<file path="src/rtl/fifo_serial_tx.sv">
// Show-ahead FIFO consumer: pops one word at a time and sends it as an async
// serial frame (start, WIDTH data bits LSB first, optional even parity, stop bits).
module fifo_serial_tx #(
  parameter int WIDTH        = 4,
  parameter int CLKS_PER_BIT = 4,
  parameter int STOP_BITS    = 1,
  parameter int PARITY_EN    = 0
) (
  input  logic             clk,
  input  logic             rstn,
  input  logic             enable,
  input  logic             fifo_empty,
  input  logic [WIDTH-1:0] fifo_data,
  output logic             fifo_pop,
  output logic             tx,
  output logic             busy,
  output logic             frame_done
);

  localparam int BW = (CLKS_PER_BIT > 1) ? $clog2(CLKS_PER_BIT) : 1;
  localparam int CW = (WIDTH > 1) ? $clog2(WIDTH) : 1;
  localparam logic [BW-1:0] BAUD_LAST = BW'(CLKS_PER_BIT - 1);
  localparam logic [CW-1:0] DATA_LAST = CW'(WIDTH - 1);
  localparam logic [CW-1:0] STOP_LAST = CW'(STOP_BITS - 1);

  typedef enum logic [2:0] {IDLE, START, DATA, PARITY, STOP} state_t;

  state_t           r_state;
  logic [WIDTH-1:0] r_shift;
  logic [CW-1:0]    r_bit_cnt;
  logic [BW-1:0]    r_baud_cnt;
  logic             r_parity;
  logic             r_tx;
  logic             r_run;

  state_t           w_state_next;
  logic [WIDTH-1:0] w_shift_next;
  logic [CW-1:0]    w_bit_next;
  logic [BW-1:0]    w_baud_next;
  logic             w_parity_next;
  logic             w_tx_next;
  logic             w_baud_last;
  logic             w_stop_last;
  logic             w_pop;

  assign w_baud_last = (r_baud_cnt == BAUD_LAST);
  assign w_stop_last = (r_state == STOP) && w_baud_last && (r_bit_cnt == STOP_LAST);
  // r_run keeps the pop strobe quiet until one full edge after reset release.
  assign w_pop = r_run && enable && !fifo_empty && ((r_state == IDLE) || w_stop_last);

  assign fifo_pop   = w_pop;
  assign tx         = r_tx;
  assign busy       = (r_state != IDLE);
  assign frame_done = w_stop_last;

  always_comb begin
    w_state_next  = r_state;
    w_shift_next  = r_shift;
    w_bit_next    = r_bit_cnt;
    w_baud_next   = r_baud_cnt;
    w_parity_next = r_parity;
    case (r_state)
      IDLE: begin
        if (w_pop) begin
          w_state_next  = START;
          w_shift_next  = fifo_data;
          w_parity_next = ^fifo_data;
          w_bit_next    = '0;
          w_baud_next   = '0;
        end
      end
      START: begin
        if (w_baud_last) begin
          w_state_next = DATA;
          w_baud_next  = '0;
          w_bit_next   = '0;
        end else begin
          w_baud_next = r_baud_cnt + BW'(1);
        end
      end
      DATA: begin
        if (w_baud_last) begin
          w_baud_next = '0;
          if (r_bit_cnt == DATA_LAST) begin
            w_bit_next   = '0;
            w_state_next = (PARITY_EN != 0) ? PARITY : STOP;
          end else begin
            w_bit_next   = r_bit_cnt + CW'(1);
            w_shift_next = r_shift >> 1;
          end
        end else begin
          w_baud_next = r_baud_cnt + BW'(1);
        end
      end
      PARITY: begin
        if (w_baud_last) begin
          w_state_next = STOP;
          w_baud_next  = '0;
          w_bit_next   = '0;
        end else begin
          w_baud_next = r_baud_cnt + BW'(1);
        end
      end
      STOP: begin
        if (w_baud_last) begin
          w_baud_next = '0;
          if (r_bit_cnt == STOP_LAST) begin
            w_bit_next = '0;
            // Back-to-back: the next word is popped in the last stop cycle.
            if (w_pop) begin
              w_state_next  = START;
              w_shift_next  = fifo_data;
              w_parity_next = ^fifo_data;
            end else begin
              w_state_next = IDLE;
            end
          end else begin
            w_bit_next = r_bit_cnt + CW'(1);
          end
        end else begin
          w_baud_next = r_baud_cnt + BW'(1);
        end
      end
      default: w_state_next = IDLE;
    endcase
  end

  // tx is registered from the next-state view so it lines up with r_state.
  always_comb begin
    w_tx_next = 1'b1;
    case (w_state_next)
      START:   w_tx_next = 1'b0;
      DATA:    w_tx_next = w_shift_next[0];
      PARITY:  w_tx_next = w_parity_next;
      default: w_tx_next = 1'b1;
    endcase
  end

  always_ff @(posedge clk or negedge rstn) begin
    if (!rstn) begin
      r_state    <= IDLE;
      r_shift    <= '0;
      r_bit_cnt  <= '0;
      r_baud_cnt <= '0;
      r_parity   <= 1'b0;
      r_tx       <= 1'b1;
      r_run      <= 1'b0;
    end else begin
      r_state    <= w_state_next;
      r_shift    <= w_shift_next;
      r_bit_cnt  <= w_bit_next;
      r_baud_cnt <= w_baud_next;
      r_parity   <= w_parity_next;
      r_tx       <= w_tx_next;
      r_run      <= 1'b1;
    end
  end

endmodule
</file>
<file path="config.mk">
export PLATFORM = sky130hd
export DESIGN_NAME = fifo_serial_tx
export DESIGN_NICKNAME = d
export VERILOG_FILES = /design/src/rtl/fifo_serial_tx.sv
export SDC_FILE = /design/constraint.sdc
export NUM_CORES = 1
export LEC_CHECK = 0
export BUFFER_PORTS_ARGS = -buffer_cell sky130_fd_sc_hd__buf_2
export CAP_MARGIN = 20
export CORE_AREA = 2 2 42 44
export CTS_BUF_LIST = sky130_fd_sc_hd__clkbuf_8
export DETAILED_ROUTE_END_ITERATION = 8
export DIE_AREA = 0 0 44 46
export PLACE_DENSITY = 0.82
export RECOVER_POWER = 100
export SYNTH_ARGS = -nofsm -noshare
export SYNTH_HDL_FRONTEND = slang
export SYNTH_SLANG_ARGS = --single-unit
</file>
<file path="constraint.sdc">
create_clock -name clk -period 2.5 [get_ports clk]
set_clock_uncertainty 0.1 [all_clocks]
set_input_delay 0.25 -clock clk [delete_from_list [all_inputs] [get_ports clk]]
set_output_delay 0.25 -clock clk [all_outputs]
set_load 0.05 [all_outputs]
</file>
[After elaboration in Yosys (flattened, before gate mapping)]
Index checks and enable logic that the tools add are counted.
Storage, ports and cells
  output and inout port bits: 4
  bits in latches: 0
  memories kept: 0
  input bits: 8
  ROM bits: 0
  RAM bits: 0
  bits in registers: 14
Operators by class
  add/subtract/negate cells: 2
  order comparisons: 0
  shifts and indexed selects: 0
  divide/modulo/power cells: 0
  mux-type cells: 29
  multipliers: 0
  reduce and logical (&&, ||, !) cells: 19
  equality and inequality tests: 15
  bitwise gates (word level): 0
Operators with widths (count)
  two-way mux 3 bit: 7
  two-way mux 4 bit: 5
  case mux 3 bit (5 select lines): 1
  two-way mux 2 bit: 7
  equality test 3 x 2 -> 1 bit (second input constant): 4
  case mux 4 bit (3 select lines): 1
  AND reduction 5 bit: 2
  != test 2 bit (second input constant): 4
  case mux 2 bit (4 select lines): 1
  equality test 3 x 1 -> 1 bit (second input constant): 2
  nonzero test 3 bit: 2
  logical AND 1 bit: 5
  adder 2 x 1 -> 2 bit (second input constant): 2
  equality test 2 bit (second input constant): 2
  two-way mux 1 bit: 4
  != test 2 x 1 -> 1 bit (second input constant): 2
  case mux 2 bit (2 select lines): 1
  nonzero test 4 bit: 1
  OR reduction 4 bit: 1
  parity 4 bit: 1
  equality test 3 bit (second input constant): 1
  logical NOT 3 bit: 1
  case mux 1 bit (3 select lines): 1
  logical NOT 2 bit: 1
  other kinds (6): 6

[Logic depth before layout (Yosys ltp)]
Gate-level depths: netlist of run 1.
  word-level depth: 11
  gate-level depth with buffers: 7

[Least setup slack after synthesis of run 1]
No wires, ideal clock.
  path kind: reg2reg
  from: register r_bit_cnt[0]
  to: register r_tx, in the netlist tx
  period minus slack after synthesis: 2.076 ns
  arrival: 1.885 ns
  slack: 0.424 ns
  stages on the path, launching flop included: 8
  required time: 2.309 ns
  setup time: 0.091 ns
  path through: dfrtp_1 inv_1 ha_1 nand2_1 a211oi_4 mux2_4 nand2_2 a32oi_2
RTL lines
  start, declared: RTL line 30  | logic [CW-1:0] r_bit_cnt;
  start signal, assigned: RTL line 151  | r_bit_cnt <= w_bit_next;
  logical NOT 2 bit (*): RTL line 47  | assign w_stop_last = (r_state == STOP) && w_baud_last && (r_bit_cnt == STOP_LAST);
  logical AND 1 bit (*): RTL line 47
  logical OR 1 bit (*): RTL line 49  | assign w_pop = r_run && enable && !fifo_empty && ((r_state == IDLE) || w_stop_last);
  logical AND 1 bit (*): RTL line 49
  net fifo_pop: RTL line 14  | output logic fifo_pop,
  two-way mux 1 bit (*): RTL line 64, 110
  two-way mux 1 bit: RTL line 107  | if (r_bit_cnt == STOP_LAST) begin
  two-way mux 1 bit: RTL line 105  | if (w_baud_last) begin
  case mux 1 bit (2 select lines) (*): RTL line 62  | case (r_state)
  net w_parity_next: RTL line 40  | logic w_parity_next;
  case mux 1 bit (3 select lines) (*): RTL line 131  | case (w_state_next)
  net w_tx_next: RTL line 41  | logic w_tx_next;
  end signal, assigned: RTL line 154  | r_tx <= w_tx_next;
  end, declared: RTL line 33  | logic r_tx;
The timed path passes the listed nets; every way through them passes the cells marked *. The select of a mux whose other input is x is not followed.
A chain may end at the register's enable or synchronous reset.

[Worst setup path after layout of run 1]
  from: register r_baud_cnt[0]
  to: output port fifo_pop
Between the ends
  longest elaborated chain between the ends: 5
Ends and longest elaborated chain
  start, declared: RTL line 31  | logic [BW-1:0] r_baud_cnt;
  start signal, assigned: RTL line 152  | r_baud_cnt <= w_baud_next;
  equality test 2 bit: RTL line 46  | assign w_baud_last = (r_baud_cnt == BAUD_LAST);
  logical AND 1 bit (2 in a row): RTL line 47
  logical OR 1 bit: RTL line 49
  logical AND 1 bit: RTL line 49
  end, declared: RTL line 14
No other way between the ends.

==> impl_results.md, run 1 <==
* Yosys warning count at 0
* Period minus WS final at 2230 ps
* Yosys cell types at 33
* Synth Area in Adders at 0.0583
* Seq pwr share at 0.352
* Final setup viols at 0
* Layout area overhead at 11.1%
* Synth async-reset ratio at 1.00
* Crit path required time at 2150 ps
* FF-to-FF Start: r_state[1]
* Total area of sequential cells at 352 um^2
* Core Util, Final at 0.591
* Num rows at 15
* WS Path Type: flop to output port
* Initial Util at 0.532
* Global-route wire length before repair at 2.69 mm
* Gpl congestion at 0.852
* Worst-skew pair later-pin latency at 250 ps
* Pre-CTS WS at 553 ps
* Top FF cell, synth: dfrtp_1
* Vias at 649
* Crit-path max FO at 10
* Vias in the first global route at 600
* Peak Freq at 0.448 GHz
* Sequential area share after synthesis at 0.410
* Pre-antenna DRT Iters at 4
* Die Y at 46 um
* Syn Nets at 100
* Pint at 681 uW
* Flop and latch count out of synthesis at 14
* Detailed Route WL at 1.65 mm
* Die area at 2020 um^2
* Hold worst-path end: r_shift[1]
* Clock power frac at 0.186
* Logic pwr share at 0.462
* DRC at 0
* Post-Syn Instances at 88
* Net Switching at 509 uW
* Peak VDD IR at 597 uV
* Via density at 5.55
* Xor/xnor cell area share of the yosys netlist at 0.0510
* Pin count of the biggest net entering global routing at 17
* Max Slew Vio Count at 0
* Reg2Reg Setup Slack at 470 ps
* Power Dens Cells at 1250 nW/um^2
* Worst-case reg-to-reg path depth at 5
* Min-delay src: fifo_data[1]
* Simple-Gate Fraction of Synth Area at 0.197
* CTS clock-pin slew for the worst setup and hold paths at 60 ps
* Total GRT Usage at 0.184
* Lkg Pwr at 0.000425 uW
* GR Overflow Total at 0
* Total CTS buffers at 3
* Post-layout net count at 113
* Status: finished clean
* Worst hold path type: primary input to flop
* R2r endpoint: r_shift[0]
* Port-buffer cells at 11
* Die width at 44 um
* Fin. Hold Viols at 0
* Post-route setup TNS at 0 ps
* WHS at 182 ps
* CTS sink cnt at 14
* Diode count at 0
* DR WL/cell at 14.1 um
* Synthesized area at 858 um^2
* # fillers at 127
* Max-cap violation count at 0
* EDFF count, synth at 0
* RSZ-0062 raised after global routing: false
* Core area at 1610 um^2
* Post-synthesis mux area share at 0.0408
* Combinational family with the most area after synthesis: simple AND/OR/NAND/NOR gates
* Routed Antenna Nets at 0
* TritonCTS clock tree: done
* Slew HR at 0.514
* Arrival time at the worst endpoint at 1880 ps
* Tightest Pin Transition at 729 ps
* CTS root buffer: clkbuf_8
* Layout cells sized above 1 at 0.190
* Clock Tree Buf Depth at 2
* HPWL Detailed at 1.17 mm
* Area of the multi-input gates at 445 um^2
* Hold Path Stages at 3
* CTS H-tree lvls at 1
* Initial antenna violation count at 0
* Ports at 12
* Crit start category: flop
* Iteration-0 DRC Markers at 15
* Fin worst setup slack at 269 ps
* Switching Share at 0.428
* Fin crit share at 0.893
* Compound-Gate Fraction of Synth Area at 0.172
* Crit end category: output port
* Mapped Avg Cell Area at 9.75 um^2
-- worst max path at each step --
stage / start / endpoint / cells past startpoint
2_1_floorplan: r_bit_cnt[0] / tx / 7
3_3_place_gp: r_baud_cnt[0] / fifo_pop / 4
3_5_place_dp: r_baud_cnt[0] / fifo_pop / 4
4_1_cts: r_baud_cnt[0] / fifo_pop / 4
5_1_grt: r_baud_cnt[0] / fifo_pop / 4
6_report: r_baud_cnt[0] / fifo_pop / 4
-- worst max-delay path: stages, from the launching register on --
cell and delay (ps):
dfrtp_1 370, ha_1 340, nand2_1 180, a211oi_4 400, clkbuf_2 340
-- final cells by class --
| type | instances | area share |
|---|---|---|
| multi-input cells | 65 | 0.467 |
| flip-flops and latches | 14 | 0.369 |
| repair buffers | 12 | 0.0643 |
| clock buffers | 4 | 0.0577 |
| well taps | 17 | 0.0223 |
| inverters | 5 | 0.0197 |
-- timing repair --
action                    CTS  global route
hold buffers                1             0
hold endpoints to repair   13             0
buffers inserted            0             0
resized for setup           0             0
-- cell families after synthesis --
family                     after synthesis
adders and majority gates                4
DFF                                     14
other                                    1
xor gates and xnor gates                 5
buffers and inverters                    9
muxes                                    3
and+or+nand+nor                         32
AOI/OAI and AO/OA                       20
-- per-stage QoR --
stage	total power, uW	instances	instance area [um^2]
after CTS	1200	117	961
after floorplan	894	88	858
after global routing	1270	117	953
after global placement	954	112	896
final	1190	117	953
after detailed placement	974	112	896
-- cell usage after synthesis, drive strengths merged, types with 3 or more instances --
cell type / n / area share
dfrtp: 13 / 0.38
nand2: 10 / 0.047
o21ai: 7 / 0.041
inv: 5 / 0.022
nor2: 5 / 0.022
buf: 4 / 0.045
ha: 4 / 0.058
a21oi: 3 / 0.017
a22oi: 3 / 0.026
nand3: 3 / 0.017
nand3b: 3 / 0.026
or2: 3 / 0.022
xor2: 3 / 0.031
-- sequential cells by signal, summed over array words and instances, names as in the netlist --
signal and count:
r_parity 1, r_state 3, r_bit_cnt 2, r_shift 4, tx 1, r_baud_cnt 2, r_run 1
-- cell usage in the layout (no fill, tap or decap), drive strengths merged, types with 3 or more instances in the layout --
| master | synthesis | layout |
|---|---|---|
| buf | 4 | 7 |
| inv | 5 | 5 |
| dfrtp | 13 | 13 |
| clkbuf | 0 | 8 |
| a22oi | 3 | 3 |
| o21ai | 7 | 7 |
| xor2 | 3 | 3 |
| nor2 | 5 | 5 |
| nand3 | 3 | 3 |
| or2 | 3 | 3 |
| ha | 4 | 4 |
| nand2 | 10 | 10 |
| a21oi | 3 | 3 |
| nand3b | 3 | 3 |
-- power by group through the flow --
stage | logic (uW) | registers (uW) | clock network (uW)
after floorplan | 483 | 411 | 0
after global placement | 539 | 416 | 0
after detailed placement | 555 | 419 | 0
after CTS | 563 | 417 | 219
after global routing | 610 | 430 | 230
final | 550 | 419 | 221
-- metal layers --
metal | wire length, um | vias to the layer above | global-route usage
li1 | - | 327 | -
met4 | 11 | 0 | 0.0909
met1 | 795 | 307 | 0.261
met2 | 783 | 13 | 0.276
met5 | 0 | - | 0
met3 | 57 | 2 | 0.0238
Power figures use the tool's default switching activity.
==> inputs of run 2 (changes only) <==
- CORE_AREA: 2 2 42 44 -> 2 2 50 52
- DIE_AREA: 0 0 44 46 -> 0 0 52 54
- PLACE_DENSITY: 0.82 -> 0.62
==> impl_results.md, run 2 (same netlist as run 1, synthesis figures left out) <==
* Status: finished clean
* Die Y at 54 um
* Post-route setup TNS at 0 ps
* CP startpoint: r_baud_cnt[0]
* Clock Tree Buf Depth at 2
* Max reg flops at 4
* Gpl congestion at 0.764
* Period minus WS final at 2200 ps
* Peak Freq at 0.454 GHz
* Total GRT Usage at 0.126
* CP top delay family: compound AO/OA/AOI/OAI gates
* Vias at 652
* CP endpoint: fifo_pop
* Most common cell after layout, fill and taps aside: dfrtp_1
* TritonCTS clock tree: done
* Total CTS buffers at 3
* Pre-CTS WS at 559 ps
* Fin. Hold Viols at 0
* CTS H-tree lvls at 1
* Arrival time at the worst endpoint at 1850 ps
* Pin count of the biggest net entering global routing at 17
* DR WL/cell at 12.4 um
* CTS clock-pin slew for the worst setup and hold paths at 60 ps
* CTS sink cnt at 14
* Min-delay src: fifo_data[2]
* Diode count at 0
* Pint at 681 uW
* Most frequent cells in the layout: dfrtp_1, nand2_1, o21ai_0, buf_2
* Pre-antenna DRT Iters at 4
* Lkg Pwr at 0.000425 uW
* Slew HR at 0.481
* CTS root buffer: clkbuf_8
* Core area at 2320 um^2
* DRC at 0
* Final setup viols at 0
* Num rows at 18
* Cell Chain, Critical Path: ha_1 -> nand2_1 -> a211oi_4 -> clkbuf_2
* Levels on crit path at 4
* Worst hold path type: primary input to flop
* Global-route wire length before repair at 2.59 mm
* Biggest register: r_shift
* Worst-skew pair later-pin latency at 240 ps
* FF-to-FF Start: r_state[1]
* Port-buffer cells at 11
* Core Util, Final at 0.418
* CP bufs+invs at 1
* Routed Antenna Nets at 0
* Seq pwr share at 0.355
* Slowest-stage cell, CP: a211oi_4
* Initial Util at 0.370
* RSZ-0062 raised after global routing: false
* Worst stage delay on the critical path at 390 ps
* Post-layout net count at 113
* Initial antenna violation count at 0
* Crit path required time at 2150 ps
* R2r endpoint: tx
* Ports at 12
* Layout cells sized above 1 at 0.190
* Crit start category: flop
* GR Overflow Total at 0
* Vias in the first global route at 599
* Leading registers by flop count: r_shift (4), r_state (3)
* Logic pwr share at 0.460
* WS Path Type: flop to output port
* Layout area overhead at 13.0%
* Iteration-0 DRC Markers at 15
* Tightest Pin Transition at 778 ps
* Power Dens Cells at 1210 nW/um^2
* Fin crit share at 0.880
* Switching Share at 0.422
* Net Switching at 497 uW
* Reg2Reg Setup Slack at 460 ps
* Die area at 2810 um^2
* Detailed Route WL at 1.61 mm
* Via density at 5.02
* Die width at 52 um
* Crit-path max FO at 10
* Crit end category: output port
* Peak VDD IR at 679 uV
* Fin worst setup slack at 300 ps
* HPWL Detailed at 1.18 mm
* Clock power frac at 0.185
* Worst-case reg-to-reg path depth at 5
* Max-cap violation count at 0
* Max Slew Vio Count at 0
run 2: cell counts in the layout (fill, tap and decap cells not counted):
No cell type changed its count.
run 2: what timing repair did:
item / 4_1_cts / 5_1_grt
endpoints found under the setup margin: 0 / 0
gates resized for setup: 0 / 0
hold buffers: 1 / 0
setup buffers: 0 / 0
hold endpoints to repair: 13 / 0
run 2: through the flow:
| stage | cell area, um^2 | hold slack (ps) | power (uW) | instances |
|---|---|---|---|---|
| 6_report | 970 | 185 | 1180 | 130 |
| 3_3_place_gp | 912 | 63.1 | 963 | 125 |
| 2_1_floorplan | 858 | -146 | 894 | 88 |
| 5_1_grt | 970 | 196 | 1270 | 130 |
| 4_1_cts | 977 | 184 | 1200 | 130 |
| 3_5_place_dp | 912 | 63.7 | 974 | 125 |
run 2: worst min-delay path by stage:
stage	to	slack (ps)	cells after the start
after floorplan	r_baud_cnt[0]	-150	0
after global placement	r_bit_cnt[0]	60	1
after detailed placement	r_bit_cnt[0]	60	1
after CTS	r_shift[2]	180	3
after global routing	r_shift[1]	200	3
final	r_shift[2]	180	3
run 2: layout make-up:
cell class,count,area [um^2]
Clock buffer,4,55.1
Fill cell,233,1350
Inverter,5,18.8
Multi-Input combinational cell,65,445
Sequential cell,14,352
Tap cell,30,37.5
Timing Repair Buffer,12,61.3
run 2: worst min-delay path, stage by stage:
cell and delay (ps):
buf_2 100, a22oi_1 70, o21ai_0 70
run 2: power groups by stage:
| stage | Sequential [uW] | Clock (uW) | Combinational, uW |
|---|---|---|---|
| after floorplan | 411 | 0 | 483 |
| after CTS | 419 | 223 | 556 |
| after detailed placement | 421 | 0 | 552 |
| after global placement | 418 | 0 | 544 |
| final | 418 | 218 | 541 |
| after global routing | 436 | 231 | 605 |
run 2: layer usage:
| layer | up-vias | part of all wire | track usage |
|---|---|---|---|
| li1 | 329 | - | - |
| met1 | 305 | 0.49 | 0.161 |
| met2 | 18 | 0.47 | 0.207 |
| met3 | 0 | 0.039 | 0.0333 |
| met4 | 0 | 0 | 0.0395 |
| met5 | - | 0 | 0 |
==> inputs of run 3 (changes only) <==
- CORE_AREA: 2 2 50 52 -> 2 2 45 47
- DIE_AREA: 0 0 52 54 -> 0 0 47 49
- PLACE_DENSITY: 0.62 -> 0.73
==> impl_results.md, run 3 (same netlist as run 1, synthesis figures left out) <==
* Period minus WS final at 2220 ps
* Die Y at 49 um
* CP top delay family: compound AO/OA/AOI/OAI gates
* Vias in the first global route at 656
* Peak Freq at 0.451 GHz
* Detailed Route WL at 1.60 mm
* Max reg flops at 4
* Gpl congestion at 0.777
* Arrival time at the worst endpoint at 1870 ps
* HPWL Detailed at 1.14 mm
* Most frequent cells in the layout: dfrtp_1, nand2_1, o21ai_0
* Slowest-stage cell, CP: a211oi_4
* TritonCTS clock tree: done
* Cell Chain, Critical Path: ha_1 -> nand2_1 -> a211oi_4 -> clkbuf_2
* Layout area overhead at 12.4%
* Worst hold path type: primary input to flop
* Ports at 12
* Crit path required time at 2150 ps
* Core area at 1840 um^2
* Peak VDD IR at 543 uV
* Worst-skew pair later-pin latency at 240 ps
* WS Path Type: flop to output port
* Port-buffer cells at 11
* Most used routing layer: met2
* Biggest register: r_shift
* Status: finished clean
* GR Overflow Total at 0
* Diode count at 0
* Met2 Usage GRT at 0.267
* Most common cell after layout, fill and taps aside: dfrtp_1
* Clock Tree Buf Depth at 2
* Leading registers by flop count: r_shift (4), r_state (3)
* CTS root buffer: clkbuf_8
* Pre-antenna DRT Iters at 7
* CP bufs+invs at 1
* Total GRT Usage at 0.170
* Pin count of the biggest net entering global routing at 17
* Layout cells sized above 1 at 0.180
* Die width at 47 um
* RSZ-0062 raised after global routing: false
* Crit end category: output port
* Worst stage delay on the critical path at 390 ps
* Lkg Pwr at 0.000421 uW
* Final setup viols at 0
* Die area at 2300 um^2
* DRC at 0
* Post-route setup TNS at 0 ps
* CTS clock-pin slew for the worst setup and hold paths at 60 ps
* Via density at 5.13
* Initial antenna violation count at 0
* Total CTS buffers at 3
* Max Slew Vio Count at 0
* CTS sink cnt at 14
* Iteration-0 DRC Markers at 12
* Fin. Hold Viols at 0
* Fin worst setup slack at 284 ps
* Routed Antenna Nets at 0
* Crit-path max FO at 10
* Post-layout net count at 113
* Vias at 652
* Power Dens Cells at 1230 nW/um^2
* Initial Util at 0.466
* Global-route wire length before repair at 2.87 mm
* Crit start category: flop
* Pre-CTS WS at 567 ps
* Slew HR at 0.516
* DR WL/cell at 12.6 um
* Num rows at 16
* Met1 usage at 0.222
* Tightest Pin Transition at 725 ps
* Global-route track usage on met3 at 0.0444
* Max-cap violation count at 0
* Fin crit share at 0.887
* CTS H-tree lvls at 1
* Post-CTS Setup Repair Bufs at 0
[run 3: final timing paths]
check	start	to	slack [ps]	cells after the start
min reg2reg	r_shift[0]	r_shift[0]	390	2
min in group asynchronous	rstn	r_state[2]	480	2
max reg2reg	r_state[1]	tx	460	5
max	r_baud_cnt[0]	fifo_pop	280	4
min	fifo_data[1]	r_shift[1]	180	3
max in group asynchronous	rstn	r_shift[3]	1360	2
[run 3: through the flow]
stage	total power [uW]	hold WS [ps]	area, um^2	util	std cells
after floorplan	894	-146	858	-	88
after global placement	958	58.1	908	0.493	122
after detailed placement	969	60.4	908	0.493	122
after CTS	1200	187	973	0.529	127
after global routing	1280	215	965	0.524	127
final	1190	184	965	0.524	127
[run 3: per-layer routing]
layer	share of wire	vias up
li1	-	327
met1	0.46	306
met2	0.48	17
met3	0.056	2
met4	0.0081	0
met5	0	-
[run 3: worst reg2reg max path: cells and delay by family (launching register included)]
kind	cells	cell delay, ps
AND/OR/NAND/NOR	2	630
flip-flops	1	530
AO/OA/AOI/OAI	3	700
[run 3: power breakdown]
| part | total, uW | leakage (uW) | internal [uW] | switching, uW |
|---|---|---|---|---|
| combinational | 550 | 0.000213 | 212 | 338 |
| clock | 218 | 0.0000288 | 139 | 78.2 |
| sequential | 417 | 0.000179 | 329 | 88.5 |
| total | 1190 | 0.000421 | 681 | 505 |
[run 3: area by class of cell]
| cell class | instances | area [um^2] |
|---|---|---|
| Fill cell | 172 | 877 |
| Tap cell | 27 | 33.8 |
| Multi-Input combinational cell | 65 | 445 |
| Clock buffer | 4 | 55.1 |
| Sequential cell | 14 | 352 |
| Inverter | 5 | 18.8 |
| Timing Repair Buffer | 12 | 60.1 |
[run 3: repair_timing]
item / 4_1_cts / 5_1_grt
gates resized for setup: 0 / 0
setup endpoints to repair: 0 / 0
hold buffers: 1 / 0
hold endpoints to repair: 13 / 0
